File: config.mk
export PLATFORM = sky130hd
export DESIGN_NAME = uart_tx_serializer
export DESIGN_NICKNAME = d
export VERILOG_FILES = /design/src/rtl/uart_tx_serializer.sv
export SDC_FILE = /design/constraint.sdc
export NUM_CORES = 1
export LEC_CHECK = 0
export BUFFER_PORTS_ARGS = -buffer_cell sky130_fd_sc_hd__buf_2
export CAP_MARGIN = 20
export CORE_MARGIN = 5
export CORE_UTILIZATION = 50
export DETAILED_ROUTE_END_ITERATION = 6
export PLACE_DENSITY = 0.68
export SLEW_MARGIN = 20
export SYNTH_ARGS = -nofsm -noshare
export SYNTH_HDL_FRONTEND = slang
export SYNTH_HIERARCHICAL = 1
export SYNTH_SLANG_ARGS = --single-unit
File: constraint.sdc
create_clock -name clk -period 5.1 [get_ports clk]
set_input_delay 0.765 -clock clk [delete_from_list [all_inputs] [get_ports clk]]
set_output_delay 0.765 -clock clk [all_outputs]
set_load 0.1 [all_outputs]
File: src/rtl/uart_tx_serializer.sv
// UART transmitter: accepts one byte per tx_start handshake and shifts it out
// LSB-first as start bit, 8 data bits, optional parity bit and one stop bit.
module uart_tx_serializer #(
    parameter int CLKS_PER_BIT = 868,
    parameter int PARITY       = 0
) (
    input  logic       clk,
    input  logic       rst,
    input  logic       tx_start,
    input  logic [7:0] tx_data,
    output logic       tx,
    output logic       tx_busy,
    output logic       tx_done
);

    localparam int                CNT_W    = (CLKS_PER_BIT > 32'sd1) ? $clog2(CLKS_PER_BIT) : 32'sd1;
    localparam logic [CNT_W-1:0] CNT_LAST = CNT_W'(CLKS_PER_BIT - 32'sd1);
    localparam logic              PAR_EN   = (PARITY != 32'sd0);
    localparam logic              PAR_ODD  = (PARITY == 32'sd2);

    typedef enum logic [2:0] {
        ST_IDLE   = 3'd0,
        ST_START  = 3'd1,
        ST_DATA   = 3'd2,
        ST_PARITY = 3'd3,
        ST_STOP   = 3'd4
    } state_t;

    // Even parity is the XOR of all data bits; odd parity is its inverse.
    function automatic logic parity_bit(input logic [7:0] d, input logic odd);
        return (^d) ^ odd;
    endfunction

    state_t           state_r, state_s;
    logic [CNT_W-1:0] baud_cnt_r, baud_cnt_s;
    logic [2:0]       bit_cnt_r, bit_cnt_s;
    logic [7:0]       shift_r, shift_s;
    logic             parity_r, parity_s;
    logic             tx_r, tx_s;
    logic             busy_r, busy_s;
    logic             done_r, done_s;
    logic             bit_end_s;

    assign bit_end_s = (baud_cnt_r == CNT_LAST);

    // Next-state, counter and next-output logic; outputs are computed one
    // cycle ahead so the line changes exactly on the bit-boundary edge.
    always_comb begin
        state_s    = state_r;
        baud_cnt_s = baud_cnt_r;
        bit_cnt_s  = bit_cnt_r;
        shift_s    = shift_r;
        parity_s   = parity_r;
        tx_s       = tx_r;
        busy_s     = busy_r;
        done_s     = 1'b0;

        case (state_r)
            ST_IDLE: begin
                baud_cnt_s = '0;
                if (tx_start) begin
                    state_s   = ST_START;
                    shift_s   = tx_data;
                    parity_s  = parity_bit(tx_data, PAR_ODD);
                    bit_cnt_s = 3'd0;
                    busy_s    = 1'b1;
                    tx_s      = 1'b0;
                end else begin
                    busy_s    = 1'b0;
                    tx_s      = 1'b1;
                end
            end

            ST_START: begin
                if (bit_end_s) begin
                    state_s    = ST_DATA;
                    baud_cnt_s = '0;
                    tx_s       = shift_r[0];
                end else begin
                    baud_cnt_s = baud_cnt_r + 1'b1;
                    tx_s       = 1'b0;
                end
            end

            ST_DATA: begin
                if (bit_end_s) begin
                    baud_cnt_s = '0;
                    shift_s    = {1'b0, shift_r[7:1]};
                    bit_cnt_s  = bit_cnt_r + 3'd1;
                    if (bit_cnt_r == 3'd7) begin
                        if (PAR_EN) begin
                            state_s = ST_PARITY;
                            tx_s    = parity_r;
                        end else begin
                            state_s = ST_STOP;
                            tx_s    = 1'b1;
                        end
                    end else begin
                        // Next data bit is the one about to shift into bit 0.
                        tx_s = shift_r[1];
                    end
                end else begin
                    baud_cnt_s = baud_cnt_r + 1'b1;
                    tx_s       = shift_r[0];
                end
            end

            ST_PARITY: begin
                if (bit_end_s) begin
                    state_s    = ST_STOP;
                    baud_cnt_s = '0;
                    tx_s       = 1'b1;
                end else begin
                    baud_cnt_s = baud_cnt_r + 1'b1;
                    tx_s       = parity_r;
                end
            end

            ST_STOP: begin
                tx_s = 1'b1;
                if (bit_end_s) begin
                    state_s    = ST_IDLE;
                    baud_cnt_s = '0;
                    busy_s     = 1'b0;
                    done_s     = 1'b1;
                end else begin
                    baud_cnt_s = baud_cnt_r + 1'b1;
                end
            end

            default: begin
                state_s    = ST_IDLE;
                baud_cnt_s = '0;
                bit_cnt_s  = 3'd0;
                tx_s       = 1'b1;
                busy_s     = 1'b0;
            end
        endcase
    end

    // State, counters, datapath and registered outputs.
    always_ff @(posedge clk or posedge rst) begin
        if (rst) begin
            state_r    <= ST_IDLE;
            baud_cnt_r <= '0;
            bit_cnt_r  <= 3'd0;
            shift_r    <= 8'h00;
            parity_r   <= 1'b0;
            tx_r       <= 1'b1;
            busy_r     <= 1'b0;
            done_r     <= 1'b0;
        end else begin
            state_r    <= state_s;
            baud_cnt_r <= baud_cnt_s;
            bit_cnt_r  <= bit_cnt_s;
            shift_r    <= shift_s;
            parity_r   <= parity_s;
            tx_r       <= tx_s;
            busy_r     <= busy_s;
            done_r     <= done_s;
        end
    end

    assign tx      = tx_r;
    assign tx_busy = busy_r;
    assign tx_done = done_r;

    uart_tx_serializer_checker u_checker (
        .clk     (clk),
        .rst     (rst),
        .tx      (tx_r),
        .tx_busy (busy_r),
        .tx_done (done_r)
    );

endmodule

// Protocol invariants of the transmitter outputs.
module uart_tx_serializer_checker (
    input logic clk,
    input logic rst,
    input logic tx,
    input logic tx_busy,
    input logic tx_done
);

    a_done_not_busy : assert property (@(posedge clk) disable iff (rst) tx_done |-> !tx_busy);
    a_done_one_cycle : assert property (@(posedge clk) disable iff (rst) tx_done |=> !tx_done);
    a_idle_line_high : assert property (@(posedge clk) disable iff (rst) !tx_busy |-> tx);
    a_start_low : assert property (@(posedge clk) disable iff (rst) $rose(tx_busy) |-> !tx);

endmodule
==> impl_results.md, run 1 <==
- Sink Count: 28
- Final HPWL DP: approximately 1900 um
- DP Cell Count: 173
- Final Hold Viols: 0
- Final nets: around 160
- Global route hottest layer: met2
- Share of layout cells above drive strength 1: about 30%
- Slew Viols, Final: 0
- Final worst path period share: between 40% and 50%
- Die Ht: roughly 65 um
- Ys Warns: 6
- Cell count after synthesis: about 130
- CTS max path bufs: 2
- Met1 GRT Util: 18.4%
- Arr. time, crit path: between 2 and 2.5 ns
- Sequential fraction of the synthesis area: a little under half
- Reg area: roughly 700 um2
- CTS tree: built
- GR Util met2: between 20% and 30%
- Leak pwr: 0.000773 uW
- Die Area: ~4200 um2
- Core box area: between 2000 and 3000 um2
- RSZ-0062 raised after global routing: false
- Outcome: complete, no violations
- Layout fillers: 264
- DRT iter0 DRCs: 37
- FMAX: 485 MHz
- Count of different cell masters after synthesis: 37
- Largest net degree at the start of global routing: 29
- First-pass GRT wire length: 4570 um
- Total GRT Usage: 13.9%
- Final clock skew: between 0.007 and 0.008 ns
- Area Overhead vs Synth: 7.60%
- Cell area after layout: 1630 um2
- Slew HR: 55.9%
- Site Rows: 20
- Routed length per instance: around 14 um
- Post-DP Area: between 1500 and 2000 um2
- Reg2Reg Setup Slack: approximately 3.0 ns
- GRT met3 Usage: 2.43%
- Worst setup path class: reg2reg
- Number of port buffers: 13
- Worst Tran Pin Value: 0.662 ns
- Total negative slack: 0 ns
- Crit Reg-Reg Endpoint: state_r[2]
- Setup violators final: 0
- Routed WL: approximately 2500 um
- Aggregate global routing overflow: 0
- Worst Path Required: roughly 5.3 ns
- Diodes inserted: 0
- CTS Buf Count: 3
- Worst-path clk slew: around 0.15 ns
- Hold buffer count at CTS: 0
- Worst r2r src: state_r[1]
- Peak VDD IR: 0.000172 V
- Synthesis-stage register bit count: 28
- DRC violations left: 0
- H-Tree Depth: 1
- Post-Syn Nets: approximately 150
- Maximum fanout along the worst path: 20
- Pwr Density: approximately 370 nW/um2
- Post-CTS sizing: 0
- Vias per cell: between 5 and 6
- Fin cells: 177
- Hold Path Class: in2async
- Critical path launch point type: flip-flop
- Initial Util: between 50 and 60%
- Max-cap violations: 0
- Fin crit period: approximately 2.1 ns
- Reg2Reg Depth: 4
- Setup Buffers After CTS: 0
- Footprint of the multi-input gates: around 760 um2
- Worst skew pair latency: 0.33 ns
- Synthesized cell area: ~1500 um2
- Vias: about 970
- RePlAce Congestion: ~0.72
- Antenna-violating nets left: 0
- Initial antenna violation count: 0
- Root buf cell: clkbuf_4
- Pre-Repair DR Iteration Count: 4
- Setup crit end kind: flip-flop
- Syn Area/Cell: between 10 and 15 um2
- Number of global-route vias before repair: 972
- # IOs: 14
- Die width: between 60 and 70 um
-- metrics by stage --
| stage | hold slack (ns) | util, % | total power (uW) | worst slack [ns] |
|---|---|---|---|---|
| finish | 0.458 | 54.7 | 602 | 3.04 |
| global route | 0.495 | 54.7 | 642 | 2.88 |
| CTS | 0.525 | 54.7 | 611 | 3.03 |
| detailed placement | 0.492 | 53.0 | 465 | 3.02 |
| global placement | 0.466 | 53.0 | 455 | 3.05 |
| floorplan | 0.448 | - | 437 | 3.24 |
-- how the worst max path moves through the flow --
stage	end	slack [ns]	from	cells after the start
final	state_r[2]	3.04	state_r[1]	4
after global routing	state_r[2]	2.88	state_r[1]	4
after CTS	state_r[2]	3.03	state_r[1]	4
after detailed placement	shift_r[3]	3.02	tx_start	5
after global placement	shift_r[5]	3.05	tx_start	5
after floorplan	shift_r[1]	3.24	baud_cnt_r[0]	6
-- cell families after synthesis --
group / count (synthesis) / synth area share (%)
flops: 28 / 46.3
simple gates: 46 / 17.5
xor+xnor: 16 / 9.25
compound gates: 11 / 6.28
fa+ha+maj: 3 / 2.48
mux: 20 / 14.5
buf+inv: 10 / 3.63
-- state kept, by name, indices dropped and copies added (netlist names) --
signal / flops
parity_r: 1
state_r: 3
tx: 1
tx_busy: 1
tx_done: 1
baud_cnt_r: 10
shift_r: 8
bit_cnt_r: 3
-- synthesized netlist by cell type (all sizes together) --
library cell / count / area, um2
a21o: 1 / 8.76
a21oi: 3 / 15.0
a221oi: 1 / 15.0
a22oi: 1 / 7.51
a31oi: 1 / 21.3
and3: 5 / 33.8
and3b: 1 / 8.76
and4: 2 / 20.0
and4b: 1 / 10.0
buf: 4 / 32.5
clkbuf: 3 / 11.3
dfrtp: 27 / 676
dfstp: 1 / 26.3
ha: 3 / 37.5
inv: 3 / 11.3
mux2: 16 / 180
mux2i: 4 / 40.0
nand2: 3 / 11.3
nand2b: 2 / 12.5
nand3: 4 / 20.0
nand4: 3 / 25.0
nor2: 17 / 66.3
nor2b: 5 / 31.3
nor3: 3 / 26.3
o21ai: 1 / 5.00
o221ai: 1 / 8.76
o22ai: 1 / 6.26
o31ai: 1 / 7.51
xnor2: 9 / 78.8
xor2: 7 / 61.3
-- worst max-delay path, stage by stage (launching register included) --
cell,delay (ns)
dfrtp_1,0.65
nor2_2,0.37
xor2_1,0.25
nand2b_1,0.34
mux2_1,0.35
-- where the power goes --
part / switching (uW) / total (uW) / internal, uW
combinational: 80.7 / 145 / 64.1
clock: 65.4 / 145 / 79.6
sequential: 45.1 / 313 / 267
total: 191 / 602 / 411
-- area by class of cell --
type / instances / share of cell area [%]
Tap cell: 33 / 2.53
Sequential cell: 28 / 43.1
Clock buffer: 3 / 1.38
Multi-Input combinational cell: 96 / 46.5
Timing Repair Buffer: 13 / 3.99
Inverter: 3 / 0.691
Clock inverter: 1 / 1.84
-- metal layers --
metal | wire length [um] | share of wire [%] | vias up
met5 | 0 | 0 | -
met4 | 53 | 2.1 | 0
met3 | 87 | 3.4 | 7
met2 | 1260 | 49 | 15
met1 | 1150 | 45 | 459
li1 | - | - | 484
-- cell usage in the layout (no fill, tap or decap), drive strengths merged, types with 4 or more instances in the layout --
cell type  instances
xnor2              9
buf               13
and3               5
nor2              17
xor2               7
mux2              16
mux2i              4
nand3              4
dfrtp             27
nor2b              5
No activity file was read; power rests on OpenSTA's default activity.
==> inputs of run 2 (changes only) <==
Settings changed: PLACE_DENSITY 0.68 to 0.71.
Clock period 5.1 ns to 1.81 ns, I/O delays scaled along.
==> run 2 against run 1 <==
Worst setup slack worse by 3.0 ns. Die area unchanged. First-iteration DRC count up 11%. Maximum frequency up 16%. Global-route usage up 0.64 points. Final cell count up 7.9%. Critical path type unchanged. Critical endpoint is now bit_cnt_r[1]. Largest cell class unchanged.
==> impl_results.md, run 2 (synthesized netlist as in run 1, its figures left out) <==
- Aggregate global routing overflow: 0 (unchanged)
- Crit Reg-Reg Endpoint: bit_cnt_r[1] (was state_r[2])
- Final hold slack: 0.253 ns (was 0.458 ns)
- Routed length per instance: 13.8 um (was 14.4 um)
- Final Hold Viols: 0 (unchanged)
- Setup crit end kind: flip-flop (unchanged)
- Pwr Density: 951 nW/um2 (was 369 nW/um2)
- Maximum fanout along the worst path: 3 (was 20)
- Routed WL: 2630 um (was 2540 um)
- First-pass GRT wire length: 4730 um (was 4570 um)
- Diodes inserted: 0 (unchanged)
- Setup violators final: 0 (unchanged)
- Initial antenna violation count: 0 (unchanged)
- Hold Path Cell Cnt: 3
- Max-cap violations: 0 (unchanged)
- Commonest cells after routing, fill and taps aside: 27 x dfrtp_1, 16 x nor2_1, 15 x mux2_2, 13 x buf_2, 12 x buf_4 (was 27 x dfrtp_1, 16 x nor2_1, 15 x mux2_2, 13 x buf_2, 9 x xnor2_1)
- RePlAce Congestion: 0.828 (was 0.720)
- RSZ-0062 raised after global routing: true (was false)
- Largest net degree at the start of global routing: 29 (unchanged)
- DRT iter0 DRCs: 41 (was 37)
- Total negative slack: 0 ns (unchanged)
- Peak VDD IR: 0.000577 V (was 0.000172 V)
- Met2 wire len: 1280 um (was 1260 um)
- Utilization after layout: 58.6% (was 54.7%)
- Post-DP Area: 1650 um2 (was 1580 um2)
- Sink Count: 28 (unchanged)
- Met3 wire length: 97 um (was 87 um)
- Number of global-route vias before repair: 1074 (was 972)
- Worst skew pair latency: 0.33 ns (about the same)
- Commonest non-fill, non-tap cell in the layout: dfrtp_1 (unchanged)
- DP Cell Count: 183 (was 173)
- Share of layout cells above drive strength 1: 34.8% (was 29.9%)
- Root buf cell: clkbuf_4 (unchanged)
- Leak pwr: 0.000843 uW (was 0.000773 uW)
- Worst r2r src: baud_cnt_r[1] (was state_r[1])
- Area Overhead vs Synth: 15.2% (was 7.60%)
- Die Area: 4230 um2 (unchanged)
- Worst Tran Pin Value: 0.486 ns (was 0.662 ns)
- Worst-path clk slew: 0.14 ns (was 0.15 ns)
- Reg2Reg Setup Slack: 0.03 ns (was 3.04 ns)
- CTS tree: built (unchanged)
- Max Used Layer: met4 (unchanged)
- Worst Path Required: 2.04 ns (was 5.34 ns)
- # IOs: 14 (unchanged)
- Initial Util: 50.9% (unchanged)
- Core box area: 2980 um2 (unchanged)
- Critical path launch point type: flip-flop (unchanged)
- Biggest register: baud_cnt_r (unchanged)
- Number of port buffers: 13 (unchanged)
- Top flop regs: baud_cnt_r: 10 flops, shift_r: 8 flops (unchanged)
- Final worst path period share: 98.5% (was 40.4%)
- Vias: 1031 (was 965)
- Slowest cell on crit path: dfrtp_1 (unchanged)
- CTS Buf Count: 3 (unchanged)
- Worst setup path class: reg2reg (unchanged)
- Reg2Reg Depth: 5 (was 4)
- Cell area after layout: 1750 um2 (was 1630 um2)
- Pre-Repair DR Iteration Count: 4 (unchanged)
- Worst Hold Launch: tx_data[0]
- Outcome: complete, no violations (unchanged)
- Max FFs per register: 10 (unchanged)
- Crit. Startpoint: baud_cnt_r[1] (was state_r[1])
- Final clock skew: 0.00184 ns (was 0.00700 ns)
- CTS max path bufs: 2 (unchanged)
- Fin cells: 191 (was 177)
- H-Tree Depth: 1 (unchanged)
- DRC violations left: 0 (unchanged)
- Final HPWL DP: 1900 um (was 1910 um)
- Slew HR: 67.8% (was 55.9%)
- Hold Crit Endpoint: shift_r[0]
- Largest stage delay on the critical path: 0.39 ns (was 0.65 ns)
- Slew Viols, Final: 0 (unchanged)
- FMAX: 561 MHz (was 485 MHz)
- Site Rows: 20 (unchanged)
- Hold Path Class: in2reg (was in2async)
- Total GRT Usage: 14.5% (was 13.9%)
- Die Ht: 65.1 um (unchanged)
- Vias per cell: 5.40 (was 5.45)
- Crit-path cells: ha_1 -> and4b_1 -> nand4_2 -> a221oi_4 -> mux2_2 (was nor2_2 -> xor2_1 -> nand2b_1 -> mux2_1)
- Die width: 65.1 um (unchanged)
- Final nets: 173 (was 159)
- Arr. time, crit path: 2.01 ns (was 2.30 ns)
- Fin crit period: 1.78 ns (was 2.06 ns)
- DRT met1 WL: 1210 um (was 1150 um)
- Antenna-violating nets left: 0 (unchanged)
## run 2: critical path, delay by kind of cell, from the launching register on
family,cells,cell delay (ns)
flops,1,0.39
fa+ha+maj,1,0.17
mux,1,0.38
simple gates,2,0.37
compound gates,1,0.38
## run 2: final cells by class
| cell class | instances | area (um2) |
|---|---|---|
| well taps | 33 | 41.3 |
| multi-input cells | 96 | 769 |
| repair buffers | 27 | 185 |
| clock buffers | 4 | 36.3 |
| fillers | 250 | 1230 |
| flip-flops and latches | 28 | 702 |
| inverters | 3 | 11.3 |
## run 2: report_power, final
group / switching (uW) / leakage (uW) / internal, uW / total (uW)
sequential: 106 / 0.000353 / 754 / 860
clock: 177 / 0.0000210 / 123 / 301
combinational: 261 / 0.000469 / 239 / 500
total: 544 / 0.000843 / 1120 / 1660
## run 2: routing by layer
metal	track usage [%]	vias to the layer above
met5	0	-
met4	6.22	0
met3	2.77	5
met2	24.0	17
met1	18.4	498
li1	-	511
## run 2: worst max-delay path by stage
| stage | to | slack, ns | depth (start not counted) |
|---|---|---|---|
| after global placement | shift_r[2] | 0.05 | 5 |
| final | bit_cnt_r[1] | 0.03 | 5 |
| after global routing | bit_cnt_r[2] | -0.04 | 5 |
| after floorplan | shift_r[1] | -0.0008 | 6 |
| after CTS | shift_r[6] | 0.02 | 6 |
| after detailed placement | bit_cnt_r[1] | -0.02 | 5 |
## run 2: metrics by stage
stage	setup slack (ns)	power, uW
3_3_place_gp	0.0463	1320
4_1_cts	0.0215	1660
3_5_place_dp	-0.0172	1340
2_1_floorplan	-0.000777	1230
6_report	0.0280	1660
5_1_grt	-0.0376	1780
## run 2: what timing repair did
action	in CTS	in global routing
setup endpoints to repair	9	10
hold buffers	1	0
endpoints found under the hold margin	27	0
resized for setup	1	0
setup buffers	2	1
pin swaps	1	2
==> inputs of run 3 (changes only) <==
Settings changed: ABC_AREA set to 1, CAP_MARGIN 20 to 0, PLACE_DENSITY 0.71 to 0.7.
==> run 3 against run 2 <==
Sequential share of layout area shrank 2.0 points. Clock-buffer cell count is 1 lower. Sequential cell count is the same. Non-clock buffer count fell by 11. Synthesized cell count is 69% higher. Via count up 35%. Utilization down 2.7 points. Die area is 9.3% higher. Sequential power shrank 27%. Largest power group unchanged. Combinational power down 85%. Register-to-register slack better by 0.14 ns. Total power decreased by 33%.
==> impl_results.md, run 3 <==
- Post-DP Area: 1770 um2 (was 1650 um2)
- Biggest register: baud_cnt_r (unchanged)
- Cell count after synthesis: 227 (was 134)
- Outcome: complete, no violations (unchanged)
- Internal cell power: 879 uW (was 1120 uW)
- DRC violations left: 0 (unchanged)
- Top flop regs: baud_cnt_r: 10 flops, shift_r: 8 flops (unchanged)
- CTS Buf Count: 3 (unchanged)
- Top cell type by total area after synthesis: dfrtp_1 (unchanged)
- Slew Viols, Final: 0 (unchanged)
- First-pass GRT wire length: 5670 um (was 4730 um)
- Most used DFF post-synth: dfrtp_1 (unchanged)
- Synthesis-stage register bit count: 28 (unchanged)
- Synth Area in Adders: 2.23% (was 2.48%)
- Compound-Gate Fraction of Synth Area: 2.01% (was 6.28%)
- RePlAce Congestion: 0.821 (was 0.828)
- Setup crit end kind: flip-flop (unchanged)
- Synth top cells by count: 91 x nand2_1, 27 x dfrtp_1, 27 x nor2_1 (was 27 x dfrtp_1, 16 x nor2_1, 15 x mux2_2)
- Aggregate global routing overflow: 0 (unchanged)
- Die width: 68.0 um (was 65.1 um)
- Main combinational cell family by area after synthesis: simple AND/OR/NAND/NOR gates (unchanged)
- Final Hold Viols: 0 (unchanged)
- Reg area: 702 um2 (unchanged)
- Number of global-route vias before repair: 1306 (was 1074)
- Commonest cells after routing, fill and taps aside: 91 x nand2_1, 27 x nor2_1, 27 x dfrtp_1, 18 x inv_1, 13 x buf_2 (was 27 x dfrtp_1, 16 x nor2_1, 15 x mux2_2, 13 x buf_2, 12 x buf_4)
- Number of flops mapped to enable cells by yosys: 0 (unchanged)
- Peak VDD IR: 0.000281 V (was 0.000577 V)
- Global route hottest layer: met2 (unchanged)
- Reg2Reg Depth: 8 (was 5)
- Pwr Density: 607 nW/um2 (was 951 nW/um2)
- Pre-Repair DR Iteration Count: 4 (unchanged)
- Combinational fraction of design power: 6.6% (was 30.1%)
- Largest net degree at the start of global routing: 29 (unchanged)
- Ranking of synthesized cells by area: dfrtp_1 40%, nand2_1 20%, nor2_1 6.0% (was dfrtp_1 45%, mux2_2 11%, xnor2_1 5.2%)
- Largest stage delay on the critical path: 0.40 ns (was 0.39 ns)
- RSZ-0062 raised after global routing: false (was true)
- GR Util met2: 25.0% (was 24.0%)
- Arr. time, crit path: 1.88 ns (was 2.01 ns)
- Worst Tran Pin Value: 0.485 ns (was 0.486 ns)
- # IOs: 14 (unchanged)
- Diodes inserted: 0 (unchanged)
- Number of port buffers: 13 (unchanged)
- Worst Path Required: 2.05 ns (was 2.04 ns)
- Met1 GRT Util: 23.1% (was 18.4%)
- Synthesized cell area: 1680 um2 (was 1520 um2)
- Sink Count: 28 (unchanged)
- Share of layout cells above drive strength 1: 15.7% (was 34.8%)
- Initial antenna violation count: 0 (unchanged)
- Critical path launch point type: flip-flop (unchanged)
- Routed length per instance: 10.9 um (was 13.8 um)
- Final HPWL DP: 2370 um (was 1900 um)
- DP Cell Count: 283 (was 183)
- Root buf cell: clkbuf_4 (unchanged)
- Vias: 1389 (was 1031)
- Site Rows: 21 (was 20)
- CTS max path bufs: 2 (unchanged)
- Area share of and/or/nand/nor cells after synthesis: 43.3% (was 17.5%)
- Count of different cell masters after synthesis: 32 (was 37)
- Setup violators final: 0 (unchanged)
- Max FFs per register: 10 (unchanged)
- Worst-path clk slew: 0.16 ns (was 0.14 ns)
- Worst setup path class: reg2reg (unchanged)
- Total negative slack: 0 ns (unchanged)
- Layout fillers: 337 (was 250)
- Fin crit period: 1.64 ns (was 1.78 ns)
- Area Overhead vs Synth: 9.14% (was 15.2%)
- Sequential power share: 56.1% (was 51.8%)
- Worst skew pair latency: 0.33 ns (about the same)
- DRT iter0 DRCs: 56 (was 41)
- Cell mode on critical path: nand2_1
- Maximum fanout along the worst path: 14 (was 3)
- Hold Path Class: in2reg (unchanged)
- Cell family with most CP delay: simple AND/OR/NAND/NOR gates (was flip-flops)
- Post-synthesis xor/xnor area fraction: 3.12% (was 9.25%)
- Sw Share: 21.2% (was 32.8%)
- FMAX: 609 MHz (was 561 MHz)
- Leak pwr: 0.000991 uW (was 0.000843 uW)
- Count leader, synth: nand2_1 (was dfrtp_1)
- Mux contribution to synthesized area: 0% (was 14.5%)
- Final clock skew: 0.00909 ns (was 0.00184 ns)
- Die Area: 4630 um2 (was 4230 um2)
- Post-Syn Nets: 241 (was 148)
- Final worst path period share: 90.7% (was 98.5%)
- Slowest cell on crit path: dfrtp_1 (unchanged)
- Core box area: 3280 um2 (was 2980 um2)
- Initial Util: 51.2% (was 50.9%)
- Sequential fraction of the synthesis area: 41.7% (was 46.3%)
- GRT met3 Usage: 1.97% (was 2.77%)
- Cell area after layout: 1840 um2 (was 1750 um2)
- Commonest non-fill, non-tap cell in the layout: nand2_1 (was dfrtp_1)
- Reg2Reg Setup Slack: 0.17 ns (was 0.03 ns)
- Clk pwr share: 37.2% (was 18.1%)
- Routed WL: 3140 um (was 2630 um)
- Vias per cell: 4.82 (was 5.40)
- Post-synth top area share: 40.1% (was 44.6%)
- Antenna-violating nets left: 0 (unchanged)
- Final nets: 257 (was 173)
- Async S/R FF share, synth: 100% (unchanged)
- Utilization after layout: 55.9% (was 58.6%)
- Total GRT Usage: 16.0% (was 14.5%)
- Ys Warns: 6 (unchanged)
- Fin cells: 288 (was 191)
- Crit-path cells: ha_1 -> nand2_1 -> nor2_2 -> nand4_2 -> nand2_4 -> nand3_2 -> nand2_1 -> nand2_1 (was ha_1 -> and4b_1 -> nand4_2 -> a221oi_4 -> mux2_2)
- WP depth: 8 (was 5)
- Max-cap violations: 0 (unchanged)
- Footprint of the multi-input gates: 853 um2 (was 769 um2)
- Slew HR: 67.9% (was 67.8%)
- Syn Area/Cell: 7.41 um2 (was 11.3 um2)
- H-Tree Depth: 1 (unchanged)
- Hold Path Cell Cnt: 3 (unchanged)
- Switch Pwr: 237 uW (was 544 uW)
- Buf+Inv Stages, Crit Path: 0 (unchanged)
- CTS tree: built (unchanged)
- Die Ht: 68.0 um (was 65.1 um)
==> run 3: cell types whose count changed in the layout (fill, tap and decap cells not counted), moves of 5 or more <==
| cell | delta |
|---|---|
| xnor2_1 | -6 |
| nand4_1 | +10 |
| nor2_1 | +11 |
| inv_1 | +15 |
| mux2_2 | -15 |
| nor2b_1 | -5 |
| buf_4 | -10 |
| nand3_1 | +5 |
| nand2_1 | +88 |
==> run 3: final cells by class <==
| type | instances | share of cell area [%] |
|---|---|---|
| repair buffers | 16 | 4.90 |
| multi-input cells | 173 | 46.5 |
| clock buffers | 3 | 1.23 |
| flip-flops and latches | 28 | 38.2 |
| clock inverters | 1 | 1.63 |
| inverters | 21 | 4.43 |
| well taps | 46 | 3.13 |
==> run 3: what timing repair did <==
item	CTS	global route
buffers inserted	0	0
gates resized for setup	0	0
hold endpoints to repair	27	0
hold buffers	1	0
==> run 3: power by group through the flow <==
stage | logic [uW] | registers (uW) | clock network, uW
4_1_cts | 75.9 | 626 | 420
2_1_floorplan | 47.0 | 637 | 0
6_report | 74.1 | 626 | 415
3_5_place_dp | 74.0 | 637 | 0
5_1_grt | 87.9 | 626 | 449
3_3_place_gp | 73.2 | 637 | 0
==> run 3: per-stage QoR <==
| stage | worst slack, ns | hold slack (ns) | total power (uW) |
|---|---|---|---|
| 3_3_place_gp | 0.268 | 0.354 | 711 |
| 5_1_grt | 0.0187 | 0.213 | 1160 |
| 4_1_cts | 0.182 | 0.222 | 1120 |
| 2_1_floorplan | 0.464 | 0.336 | 684 |
| 6_report | 0.169 | 0.212 | 1120 |
| 3_5_place_dp | 0.198 | 0.357 | 711 |
==> run 3: layer usage <==
layer	routed length, um	share of wire, %
met1	1670	53
met2	1310	42
met3	123	3.9
met4	37	1.2
met5	0	0
==> run 3: path summary, 6_finish.rpt <==
| check | from | endpoint |
|---|---|---|
| max | baud_cnt_r[0] | shift_r[4] |
| min | tx_start | tx_busy |
| max reg2reg | baud_cnt_r[0] | shift_r[4] |
| min reg2reg | baud_cnt_r[0] | baud_cnt_r[0] |
| max in group asynchronous | rst | tx |
| min in group asynchronous | rst | tx_done |
==> run 3: kinds of logic after synthesis <==
kind of cell,Yosys count
compound gates,6
xor+xnor,6
fa+ha+maj,3
buf+inv,26
flops,28
simple gates,158
==> run 3: worst register-to-register path, cell delays in order (launching register included) <==
cell	delay, ns
dfrtp_1	0.40
ha_1	0.23
nand2_1	0.08
nor2_2	0.14
nand4_2	0.16
nand2_4	0.19
nand3_2	0.18
nand2_1	0.11
nand2_1	0.05
